**src/rtl/exe_muldiv_unit.sv**
```systemverilog
`default_nettype none
// ============================================================================
// Module      : exe_muldiv_unit
// Description : Iterative multiply/divide unit with architectural HI/LO
//               registers for the EXE stage. Executes MULT, MULTU, DIV, DIVU,
//               MTHI and MTLO. Multiply is shift-add and divide is restoring;
//               both take WIDTH iteration cycles. Signed operations run on
//               magnitudes and are sign-corrected in the last iteration.
//               HI/LO are written only when an op retires without cancel.
// Ports       : clk, reset          clock / synchronous active-high reset
//               op_valid, op_code   request and operation select
//               op_a, op_b          rs / rt operands
//               cancel              pipeline flush of the in-flight op
//               op_ready, busy      handshake status
//               done                one-cycle result-valid pulse
//               res_hi, res_lo      pending HI/LO values (valid with done)
//               div_by_zero         with done: divide had a zero divisor
//               hi, lo              committed HI/LO registers
// Revision    : 1.0 - initial release
// ============================================================================
module exe_muldiv_unit #(
    parameter int WIDTH = 32,
    parameter int CNT_W = 6
) (
    input  logic             clk,
    input  logic             reset,
    input  logic             op_valid,
    input  logic [2:0]       op_code,
    input  logic [WIDTH-1:0] op_a,
    input  logic [WIDTH-1:0] op_b,
    input  logic             cancel,
    output logic             op_ready,
    output logic             busy,
    output logic             done,
    output logic [WIDTH-1:0] res_hi,
    output logic [WIDTH-1:0] res_lo,
    output logic             div_by_zero,
    output logic [WIDTH-1:0] hi,
    output logic [WIDTH-1:0] lo
);

    localparam logic [2:0] c_OP_MULT  = 3'd0;
    localparam logic [2:0] c_OP_MULTU = 3'd1;
    localparam logic [2:0] c_OP_DIV   = 3'd2;
    localparam logic [2:0] c_OP_DIVU  = 3'd3;
    localparam logic [2:0] c_OP_MTHI  = 3'd4;
    localparam logic [2:0] c_OP_MTLO  = 3'd5;

    typedef enum logic [1:0] {
        S_IDLE = 2'd0,
        S_MUL  = 2'd1,
        S_DIV  = 2'd2,
        S_DONE = 2'd3
    } state_t;

    state_t r_state;
    state_t w_next_state;

    logic [CNT_W-1:0] r_cnt;
    logic [WIDTH-1:0] r_opnd;      // multiplicand magnitude or divisor magnitude
    logic [WIDTH-1:0] r_acc_hi;    // partial product high half / partial remainder
    logic [WIDTH-1:0] r_acc_lo;    // multiplier being shifted out / dividend->quotient
    logic [WIDTH-1:0] r_a_raw;     // op_a as latched, returned as HI on divide-by-zero
    logic             r_neg_q;     // product / quotient must be negated
    logic             r_neg_r;     // remainder must be negated (dividend was negative)
    logic             r_dbz;
    logic [WIDTH-1:0] r_res_hi;
    logic [WIDTH-1:0] r_res_lo;
    logic [WIDTH-1:0] r_hi;
    logic [WIDTH-1:0] r_lo;

    logic             w_accept;
    logic             w_signed;
    logic             w_last;
    logic [WIDTH-1:0] w_a_mag;
    logic [WIDTH-1:0] w_b_mag;

    logic [WIDTH:0]     w_mul_sum;
    logic [WIDTH-1:0]   w_mul_hi;
    logic [WIDTH-1:0]   w_mul_lo;
    logic [2*WIDTH-1:0] w_prod;
    logic [2*WIDTH-1:0] w_prod_fix;

    logic [WIDTH:0]   w_div_shift;
    logic             w_div_ge;
    logic [WIDTH-1:0] w_div_diff;
    logic [WIDTH-1:0] w_div_hi;
    logic [WIDTH-1:0] w_div_lo;

    logic [WIDTH-1:0] w_fin_hi;
    logic [WIDTH-1:0] w_fin_lo;

    // ------------------------------------------------------------------
    // Request decode and operand magnitudes
    // ------------------------------------------------------------------
    assign w_accept = (r_state == S_IDLE) && op_valid && !cancel;
    assign w_signed = (op_code == c_OP_MULT) || (op_code == c_OP_DIV);
    assign w_a_mag  = (w_signed && op_a[WIDTH-1]) ? -op_a : op_a;
    assign w_b_mag  = (w_signed && op_b[WIDTH-1]) ? -op_b : op_b;
    assign w_last   = (r_cnt == CNT_W'(1));

    // ------------------------------------------------------------------
    // One shift-add multiply step: add multiplicand if the multiplier LSB
    // is set, then shift the whole {hi,lo} product right by one.
    // ------------------------------------------------------------------
    assign w_mul_sum = {1'b0, r_acc_hi} + (r_acc_lo[0] ? {1'b0, r_opnd} : {(WIDTH+1){1'b0}});
    assign w_mul_hi  = w_mul_sum[WIDTH:1];
    assign w_mul_lo  = {w_mul_sum[0], r_acc_lo[WIDTH-1:1]};
    assign w_prod    = {w_mul_hi, w_mul_lo};
    assign w_prod_fix = r_neg_q ? -w_prod : w_prod;

    // ------------------------------------------------------------------
    // One restoring divide step: bring down the next dividend bit and
    // subtract the divisor if it fits. The difference, when kept, is
    // below the divisor so WIDTH bits are enough.
    // ------------------------------------------------------------------
    assign w_div_shift = {r_acc_hi, r_acc_lo[WIDTH-1]};
    assign w_div_ge    = (w_div_shift >= {1'b0, r_opnd});
    assign w_div_diff  = w_div_shift[WIDTH-1:0] - r_opnd;
    assign w_div_hi    = w_div_ge ? w_div_diff : w_div_shift[WIDTH-1:0];
    assign w_div_lo    = {r_acc_lo[WIDTH-2:0], w_div_ge};

    // Result of the final iteration including sign correction
    always_comb begin
        w_fin_hi = '0;
        w_fin_lo = '0;
        if (r_state == S_MUL) begin
            w_fin_hi = w_prod_fix[2*WIDTH-1:WIDTH];
            w_fin_lo = w_prod_fix[WIDTH-1:0];
        end else if (r_dbz) begin
            w_fin_hi = r_a_raw;
            w_fin_lo = '1;
        end else begin
            w_fin_hi = r_neg_r ? -w_div_hi : w_div_hi;
            w_fin_lo = r_neg_q ? -w_div_lo : w_div_lo;
        end
    end

    // ------------------------------------------------------------------
    // State machine
    // ------------------------------------------------------------------
    always_ff @(posedge clk) begin
        if (reset) begin
            r_state <= S_IDLE;
        end else begin
            r_state <= w_next_state;
        end
    end

    always_comb begin
        w_next_state = r_state;
        case (r_state)
            S_IDLE: begin
                if (w_accept) begin
                    case (op_code)
                        c_OP_MULT, c_OP_MULTU: w_next_state = S_MUL;
                        c_OP_DIV,  c_OP_DIVU:  w_next_state = S_DIV;
                        c_OP_MTHI, c_OP_MTLO:  w_next_state = S_DONE;
                        default:               w_next_state = S_IDLE;
                    endcase
                end
            end
            S_MUL, S_DIV: begin
                if (cancel) begin
                    w_next_state = S_IDLE;
                end else if (w_last) begin
                    w_next_state = S_DONE;
                end
            end
            S_DONE:  w_next_state = S_IDLE;
            default: w_next_state = S_IDLE;
        endcase
    end

    // ------------------------------------------------------------------
    // Datapath and architectural registers
    // ------------------------------------------------------------------
    always_ff @(posedge clk) begin
        if (reset) begin
            r_cnt    <= '0;
            r_opnd   <= '0;
            r_acc_hi <= '0;
            r_acc_lo <= '0;
            r_a_raw  <= '0;
            r_neg_q  <= 1'b0;
            r_neg_r  <= 1'b0;
            r_dbz    <= 1'b0;
            r_res_hi <= '0;
            r_res_lo <= '0;
            r_hi     <= '0;
            r_lo     <= '0;
        end else begin
            case (r_state)
                S_IDLE: begin
                    if (w_accept) begin
                        r_a_raw <= op_a;
                        r_dbz   <= 1'b0;
                        r_cnt   <= '0;
                        case (op_code)
                            c_OP_MULT, c_OP_MULTU: begin
                                r_cnt    <= CNT_W'(WIDTH);
                                r_opnd   <= w_a_mag;
                                r_acc_hi <= '0;
                                r_acc_lo <= w_b_mag;
                                r_neg_q  <= w_signed && (op_a[WIDTH-1] ^ op_b[WIDTH-1]);
                                r_neg_r  <= 1'b0;
                            end
                            c_OP_DIV, c_OP_DIVU: begin
                                r_cnt    <= CNT_W'(WIDTH);
                                r_opnd   <= w_b_mag;
                                r_acc_hi <= '0;
                                r_acc_lo <= w_a_mag;
                                r_neg_q  <= w_signed && (op_a[WIDTH-1] ^ op_b[WIDTH-1]);
                                r_neg_r  <= w_signed && op_a[WIDTH-1];
                                r_dbz    <= (op_b == '0);
                            end
                            c_OP_MTHI: begin
                                r_res_hi <= op_a;
                                r_res_lo <= r_lo;
                            end
                            c_OP_MTLO: begin
                                r_res_hi <= r_hi;
                                r_res_lo <= op_a;
                            end
                            default: begin
                                r_cnt <= '0;
                            end
                        endcase
                    end
                end
                S_MUL, S_DIV: begin
                    if (cancel) begin
                        r_cnt <= '0;
                    end else begin
                        r_cnt <= r_cnt - 1'b1;
                        if (r_state == S_MUL) begin
                            r_acc_hi <= w_mul_hi;
                            r_acc_lo <= w_mul_lo;
                        end else begin
                            r_acc_hi <= w_div_hi;
                            r_acc_lo <= w_div_lo;
                        end
                        if (w_last) begin
                            r_res_hi <= w_fin_hi;
                            r_res_lo <= w_fin_lo;
                        end
                    end
                end
                S_DONE: begin
                    // done is shown even when cancelled; only the commit is dropped
                    if (!cancel) begin
                        r_hi <= r_res_hi;
                        r_lo <= r_res_lo;
                    end
                end
                default: begin
                    r_cnt <= '0;
                end
            endcase
        end
    end

    assign op_ready    = (r_state == S_IDLE);
    assign busy        = (r_state != S_IDLE);
    assign done        = (r_state == S_DONE);
    assign div_by_zero = (r_state == S_DONE) && r_dbz;
    assign res_hi      = r_res_hi;
    assign res_lo      = r_res_lo;
    assign hi          = r_hi;
    assign lo          = r_lo;

endmodule
`default_nettype wire

```
**config.mk**
```make
export PLATFORM = sky130hd
export DESIGN_NAME = exe_muldiv_unit
export DESIGN_NICKNAME = d
export VERILOG_FILES = /design/src/rtl/exe_muldiv_unit.sv
export SDC_FILE = /design/constraint.sdc
export NUM_CORES = 1
export LEC_CHECK = 0
export CORE_MARGIN = 2
export CORE_UTILIZATION = 54
export DETAILED_ROUTE_END_ITERATION = 12
export PLACE_DENSITY = 0.79
export SYNTH_ARGS = -nofsm -noshare
export SYNTH_HDL_FRONTEND = slang
export SYNTH_SLANG_ARGS = --single-unit
```
**constraint.sdc**
```tcl
create_clock -name clk -period 5.85 [get_ports clk]
set_input_delay 1.17 -clock clk [delete_from_list [all_inputs] [get_ports clk]]
set_output_delay 1.17 -clock clk [all_outputs]
set_load 0.005 [all_outputs]
```
# --- Word-level counts from Yosys, hierarchy flattened ---
# Index checks and enable logic that the tools add are counted.
word_totals:
  reg_bits: 267
  output_inout_bits: 132
op_classes:
  n_addsub: 8
  magnitude_cmp: 1
  n_eq_ne: 16
  muxes: 43
  bitwise: 2
  reduce_logical: 28
op_table:
  columns: ["cell", "count"]
  rows:
  - ["2-to-1 mux 32 bit", 23]
  - ["one-hot mux 32 bit (2 select lines)", 8]
  - ["negation 32 bit", 4]
  - ["2-to-1 mux 64 bit", 1]
  - ["negation 64 bit", 1]
  - ["adder 32 x 32 -> 33 bit", 1]
  - [">= comparator 33 x 32 -> 1 bit", 1]
  - ["zero test 32 bit", 1]
  - ["subtractor 32 bit", 1]
  - ["2-to-1 mux 6 bit", 3]
  - ["one-hot mux 2 bit (3 select lines)", 2]
  - ["one-hot mux 6 bit (2 select lines)", 1]
  - ["AND reduction 2 bit", 4]
  - ["AND reduction 4 bit", 2]
  - ["OR reduction 2 bit", 4]
  - ["equality test 3 x 2 -> 1 bit, second input constant", 2]
  - ["equality test 3 bit, second input constant", 2]
  - ["equality test 6 x 1 -> 1 bit, second input constant", 1]
  - ["logical AND 1 bit", 6]
  - ["2-to-1 mux 2 bit", 3]
  - ["!= test 2 bit, second input constant", 3]
  - ["!= test 3 x 1 -> 1 bit, second input constant", 2]
  - ["AND reduction 3 bit", 2]
  - ["nonzero test 2 bit", 3]
  - ["16 further kinds", 17]

# --- Longest topological paths before layout ---
depth:
  word_depth: 9
  depth_mapped: 24

# --- Worst setup path after synthesis ---
# No wires, ideal clock.
synth_path:
  path_type: "flip-flop to flip-flop"
  startpoint: "register r_opnd[9]"
  endpoint: "register r_res_hi[30], in the netlist res_hi[30]"
  arrival_ns: 5.344
  slack_ns: 0.370
  stages_incl_launch_ff: 23
  synth_period_minus_slack_ns: 5.480
  path_cell_list: "dfxtp_1 > inv_1 > ha_1 > clkbuf_1 > nand4_1 > or2_2 > o311ai_1 > a31o_2 > buf_1 > buf_2 > buf_1 > mux2i_1 > ha_1 > nand2_1 > nor2_1 > nand3_1 > mux2_2 > inv_1 > nand3_1 > nor4_1 > mux2i_1 > a221oi_1 > a221oi_2"
synth_via:
  elab_chain_len: 9
  elab_cells_between_ends: 14
  cone_classes: "add/sub: 4; order compare: 1; mux: 9"
synth_rtl:
  columns: ["element", "line", "source"]
  rows:
  - ["start: declaration", "60", "logic [WIDTH-1:0] r_opnd;"]
  - ["start signal: assignment", "202", "r_opnd <= w_a_mag;"]
  - ["start signal: assignment", "210", "r_opnd <= w_b_mag;"]
  - ["subtractor 32 bit or >= comparator 33 x 32 -> 1 bit (tied branches)", "119, 118", null]
  - ["2-to-1 mux 32 bit", "120", "assign w_div_hi = w_div_ge ? w_div_diff : w_div_shift[WIDTH-1:0];"]
  - ["negation 32 bit", "134", "w_fin_hi = r_neg_r ? -w_div_hi : w_div_hi;"]
  - ["2-to-1 mux 32 bit", "134", null]
  - ["2-to-1 mux 32 bit", "130", "end else if (r_dbz) begin"]
  - ["2-to-1 mux 32 bit (*)", "127", "if (r_state == S_MUL) begin"]
  - ["2-to-1 mux 32 bit (*)", "243", "if (w_last) begin"]
  - ["2-to-1 mux 32 bit (*)", "232", "if (cancel) begin"]
  - ["one-hot mux 32 bit (2 select lines) (*)", "193", "case (r_state)"]
  - ["end signal: assignment", "218", "r_res_hi <= op_a;"]
  - ["end signal: assignment", "222", "r_res_hi <= r_hi;"]
  - ["end signal: assignment", "244", "r_res_hi <= w_fin_hi;"]
  - ["end: declaration", "67", "logic [WIDTH-1:0] r_res_hi;"]
# Mark *: on every way between the ends. The rest lies on a longest branch, timed or not. The select of a mux whose other input is x is not followed.
# A chain may end at the register's enable or synchronous reset.

# --- Final worst setup path ---
layout_path:
  startpoint: "register r_acc_lo[0]"
  endpoint: "register r_res_hi[30], in the netlist res_hi[30]"
layout_via:
  elab_chain_len: 8
layout_rtl:
  columns: ["element", "line", "source"]
  rows:
  - ["start: declaration", "62", "logic [WIDTH-1:0] r_acc_lo;"]
  - ["start signal: assignment", "204", "r_acc_lo <= w_b_mag;"]
  - ["start signal: assignment", "212", "r_acc_lo <= w_a_mag;"]
  - ["start signal: assignment", "238", "r_acc_lo <= w_mul_lo;"]
  - ["2-to-1 mux 32 bit (*)", "106", "assign w_mul_sum = {1'b0, r_acc_hi} + (r_acc_lo[0] ? {1'b0, r_opnd} : {(WIDTH+1){1'b0}});"]
  - ["adder 32 x 32 -> 33 bit (*)", "106", null]
  - ["negation 64 bit", "110", "assign w_prod_fix = r_neg_q ? -w_prod : w_prod;"]
  - ["2-to-1 mux 64 bit (*)", "110", null]
  - ["2-to-1 mux 32 bit (*)", "127", null]
  - ["2-to-1 mux 32 bit (*)", "243", null]
  - ["2-to-1 mux 32 bit (*)", "232", null]
  - ["one-hot mux 32 bit (2 select lines) (*)", "193", null]
# Marked as above.

==> metrics.json <==
{
  "worst_ep_arrival_time": {"value": 5.83, "unit": "ns"},
  "cp_peak_stage_delay": {"value": 0.69, "unit": "ns"},
  "placed_cells": {"value": 3621},
  "cts_resized": {"value": 0},
  "clock_transition_at_the_registers_of_the_reported_paths": {"value": 0.06, "unit": "ns"},
  "min_period_over_period": {"value": 0.920},
  "hold_viol_final": {"value": 0},
  "r2r-end": {"value": "res_hi[30]$_SDFFE_PP0P_"},
  "critical_path.slowest_cell": {"value": "sky130_fd_sc_hd__nor4b_1"},
  "final_max_slew_viol_count": {"value": 0},
  "rows": {"value": 73},
  "clock.fmax": {"value": 186, "unit": "MHz"},
  "cts_max_level": {"value": 1},
  "seq_area_frac_synth": {"value": 0.246},
  "grt_first_pass_wirelength": {"value": 136, "unit": "mm"},
  "hold_ws": {"value": 0.457, "unit": "ns"},
  "p_leak": {"value": 9.29, "unit": "nW"},
  "start_util": {"value": 0.546},
  "power_density": {"value": 549, "unit": "mW/mm^2"},
  "synth.net_count": {"value": 3236},
  "min_to": {"value": "r_opnd[20]$_SDFFE_PP0P_"},
  "synth_most_common_cell": {"value": "sky130_fd_sc_hd__nand2_1"},
  "die_width": {"value": 204, "unit": "um"},
  "post_route_cells_drive_above_1_share": {"value": 0.0635},
  "crit_path_start_kind": {"value": "register"},
  "ctsHoldBuffers": {"value": 0},
  "drtPass1Iterations": {"value": 7},
  "grtUsageTotal": {"value": 0.423},
  "regToRegStartpoint": {"value": "r_acc_lo[0]$_SDFFE_PP0P_"},
  "ff2ff_path_depth": {"value": 16},
  "finish.net_count": {"value": 3280},
  "finalClockSkew": {"value": 0.0161, "unit": "ns"},
  "ys_top_cells_by_count": {"value": "sky130_fd_sc_hd__nand2_1 (549), sky130_fd_sc_hd__a21oi_1 (333), sky130_fd_sc_hd__nor2_1 (331)"},
  "timing.max_slew.rel_slack": {"value": 0.131},
  "boundaryPins": {"value": 203},
  "synth_top_area_frac": {"value": 0.246},
  "synth.distinct_cells": {"value": 101},
  "tritoncts_num_sinks": {"value": 267},
  "insertion_delay": {"value": 0.59, "unit": "ns"},
  "cts-buffers-inserted": {"value": 31},
  "grt_overflow": {"value": 0},
  "instances_no_fill": {"value": 3678},
  "detailed_place.area": {"value": 0.0239, "unit": "sq mm"},
  "dieArea": {"value": 0.0418, "unit": "sq mm"},
  "critical_path_buf_inv_count": {"value": 2},
  "ctsRootBufferMaster": {"value": "sky130_fd_sc_hd__clkbuf_16"},
  "critical_path.endpoint_type": {"value": "register"},
  "cells_along_the_critical_path": {"value": "inv_1, buf_12, nor2_1, ha_1, a21oi_1, a21oi_1, o211a_1, nor4b_1, nor2_1, xor2_2, or4_1, or4_4, nor4b_2, mux2_1, nand2_1, a221oi_2"},
  "grt_start_max_net_pins": {"value": 91},
  "power": {"value": 13.7, "unit": "mW"},
  "async_flop_share": {"value": 0},
  "numPortBuffers": {"value": 202},
  "rsz0062_at_grt": {"value": "no"},
  "max_ir_drop_vdd": {"value": 0.398, "unit": "mV"},
  "drc_errors": {"value": 0},
  "detail-route-antenna-nets": {"value": 0},
  "worstMarginPinSlew": {"value": 1.30, "unit": "ns"},
  "hold_path_class": {"value": "register to register"},
  "dpl.hpwl": {"value": 67.8, "unit": "mm"},
  "mean_instance_size_in_the_synthesized_netlist": {"value": 7.03, "unit": "sq um"},
  "clockBufferDepth": {"value": 3},
  "synth_cells": {"value": 3085},
  "routed_wire_length_per_instance": {"value": 24.8, "unit": "um"},
  "core-area": {"value": 0.0397, "unit": "sq mm"},
  "synth_top_cell_by_area": {"value": "sky130_fd_sc_hd__dfxtp_1"},
  "cp_top_family": {"value": "simple AND/OR/NAND/NOR gates"},
  "first_global_vias": {"value": 22747},
  "cts_tree": {"value": "yes"},
  "die-height": {"value": 204, "unit": "um"},
  "hold-path-cell-count": {"value": 2},
  "yosys_register_bits": {"value": 267},
  "outcome": {"value": "finished, final reports clean"},
  "synth_edf_count": {"value": 0},
  "worstSetupPathType": {"value": "register to register"},
  "worst-r2r-setup-slack": {"value": 0.47, "unit": "ns"},
  "dominantRegCellSynth": {"value": "sky130_fd_sc_hd__dfxtp_1"},
  "layout.cell_area.non_filler": {"value": 0.0249, "unit": "sq mm"},
  "cap_violations": {"value": 0},
  "critical_path_required": {"value": 6.29, "unit": "ns"},
  "leading_cell_types_by_total_area_after_synthesis": {"value": "sky130_fd_sc_hd__dfxtp_1 (25%), sky130_fd_sc_hd__nand2_1 (9.5%), sky130_fd_sc_hd__a21oi_1 (7.7%)"},
  "gp_routability_congestion": {"value": 0.995},
  "syn2layout_area_growth": {"value": 14.7, "unit": "%"},
  "routed_wl": {"value": 91.2, "unit": "mm"},
  "number_of_antenna_violations_at_the_first_check_in_global_routing": {"value": 5},
  "timing.final.crit_period": {"value": 5.38, "unit": "ns"},
  "drtIter0Drc": {"value": 3129},
  "vias_per_cell": {"value": 6.61},
  "crit_fanout": {"value": 33},
  "count_of_yosys_warnings_during_synthesis": {"value": 0},
  "holdCritStartpoint": {"value": "r_opnd[20]$_SDFFE_PP0P_"},
  "finalSetupTns": {"value": 0, "unit": "ns"},
  "via_count": {"value": 24302},
  "cts_setup_buffers": {"value": 0},
  "synth.cell_area": {"value": 0.0217, "unit": "sq mm"},
  "setup_viol_count_final": {"value": 0}
}
==> worst max path at each step <==
stage / start / slack (ns) / to / depth (start not counted)
final: r_acc_lo[0]$_SDFFE_PP0P_ / 0.47 / res_hi[30]$_SDFFE_PP0P_ / 16
after detailed placement: op_b[3] / 0.38 / r_acc_lo[28]$_SDFFE_PP0P_ / 11
after floorplan: r_opnd[9]$_SDFFE_PP0P_ / 0.37 / res_hi[30]$_SDFFE_PP0P_ / 22
after global routing: r_acc_lo[0]$_SDFFE_PP0P_ / 0.18 / res_hi[30]$_SDFFE_PP0P_ / 16
after global placement: r_acc_lo[0]$_SDFFE_PP0P_ / 0.54 / res_hi[30]$_SDFFE_PP0P_ / 16
after CTS: r_acc_lo[0]$_SDFFE_PP0P_ / 0.64 / res_hi[30]$_SDFFE_PP0P_ / 16
==> cell type report <==
cell class | count | area [sq um]
Tap cell | 525 | 657
Fill cell | 3694 | 14800
Timing Repair Buffer | 255 | 2430
Multi-Input combinational cell | 2488 | 15100
Clock buffer | 41 | 883
Inverter | 86 | 323
Clock inverter | 14 | 145
Sequential cell | 267 | 5350
Antenna cell | 2 | 5.00
==> flip-flops by register name (all words and copies together), names as in the netlist <==
signal	count
hi	32
lo	32
r_a_raw	32
r_acc_hi	32
r_acc_lo	32
r_cnt	6
r_dbz	1
r_neg_q	1
r_neg_r	1
r_opnd	32
r_state	2
res_hi	32
res_lo	32
==> logic make-up (layout without fill, tap and decap cells) <==
family,count (synthesis),in the layout,share of synthesized area
buf+inv,330,396,0.0612
other cells,0,2,0
fa+ha+maj,80,80,0.0468
compound gates,917,917,0.272
simple gates,1188,1188,0.243
xor+xnor,216,216,0.0887
mux,87,87,0.0424
flops,267,267,0.246
==> worst reg2reg max path, stage by stage (launching register included) <==
cell	delay [ns]
sky130_fd_sc_hd__dfxtp_1	0.51
sky130_fd_sc_hd__inv_1	0.13
sky130_fd_sc_hd__buf_12	0.19
sky130_fd_sc_hd__nor2_1	0.12
sky130_fd_sc_hd__ha_1	0.28
sky130_fd_sc_hd__a21oi_1	0.33
sky130_fd_sc_hd__a21oi_1	0.23
sky130_fd_sc_hd__o211a_1	0.31
sky130_fd_sc_hd__nor4b_1	0.69
sky130_fd_sc_hd__nor2_1	0.23
sky130_fd_sc_hd__xor2_2	0.26
sky130_fd_sc_hd__or4_1	0.61
sky130_fd_sc_hd__or4_4	0.56
sky130_fd_sc_hd__nor4b_2	0.30
sky130_fd_sc_hd__mux2_1	0.35
sky130_fd_sc_hd__nand2_1	0.08
sky130_fd_sc_hd__a221oi_2	0.07
==> stage by stage <==
step	util	worst slack, ns
6_report	0.627	0.465
5_1_grt	0.626	0.180
4_1_cts	0.626	0.637
3_5_place_dp	0.601	0.377
3_3_place_gp	0.601	0.536
2_1_floorplan	-	0.370
==> cell usage in the layout (no fill, tap or decap), drive strengths merged, types with 56 or more instances in the layout <==
cell type / netlist / layout
dfxtp: 267 / 267
xnor2: 108 / 108
mux2i: 56 / 56
nand2: 549 / 549
ha: 78 / 78
clkdlybuf4s50: 0 / 201
xor2: 108 / 108
nand3: 58 / 58
a21oi: 333 / 333
nor2: 331 / 331
o21ai: 167 / 167
a211oi: 78 / 78
inv: 83 / 85
nor3: 62 / 62
==> where the power goes <==
part           total (mW)  switching [mW]  internal, mW  leakage, nW
Sequential           2.45           0.379          2.07         2.16
Combinational        9.22            6.09          3.13         6.64
Clock                2.00           0.858          1.15        0.486
Total                13.7            7.33          6.34         9.29
==> routing by layer <==
metal | share of wire | wire length, um | GRT usage | vias to the layer above
met1 | 0.36 | 33300 | 0.498 | 11465
met3 | 0.092 | 8400 | 0.0796 | 392
li1 | - | - | - | 11059
met4 | 0.082 | 7460 | 0.289 | 0
met2 | 0.46 | 42100 | 0.697 | 1386
met5 | 0 | 0 | 0 | -
Power figures use the tool's default switching activity.
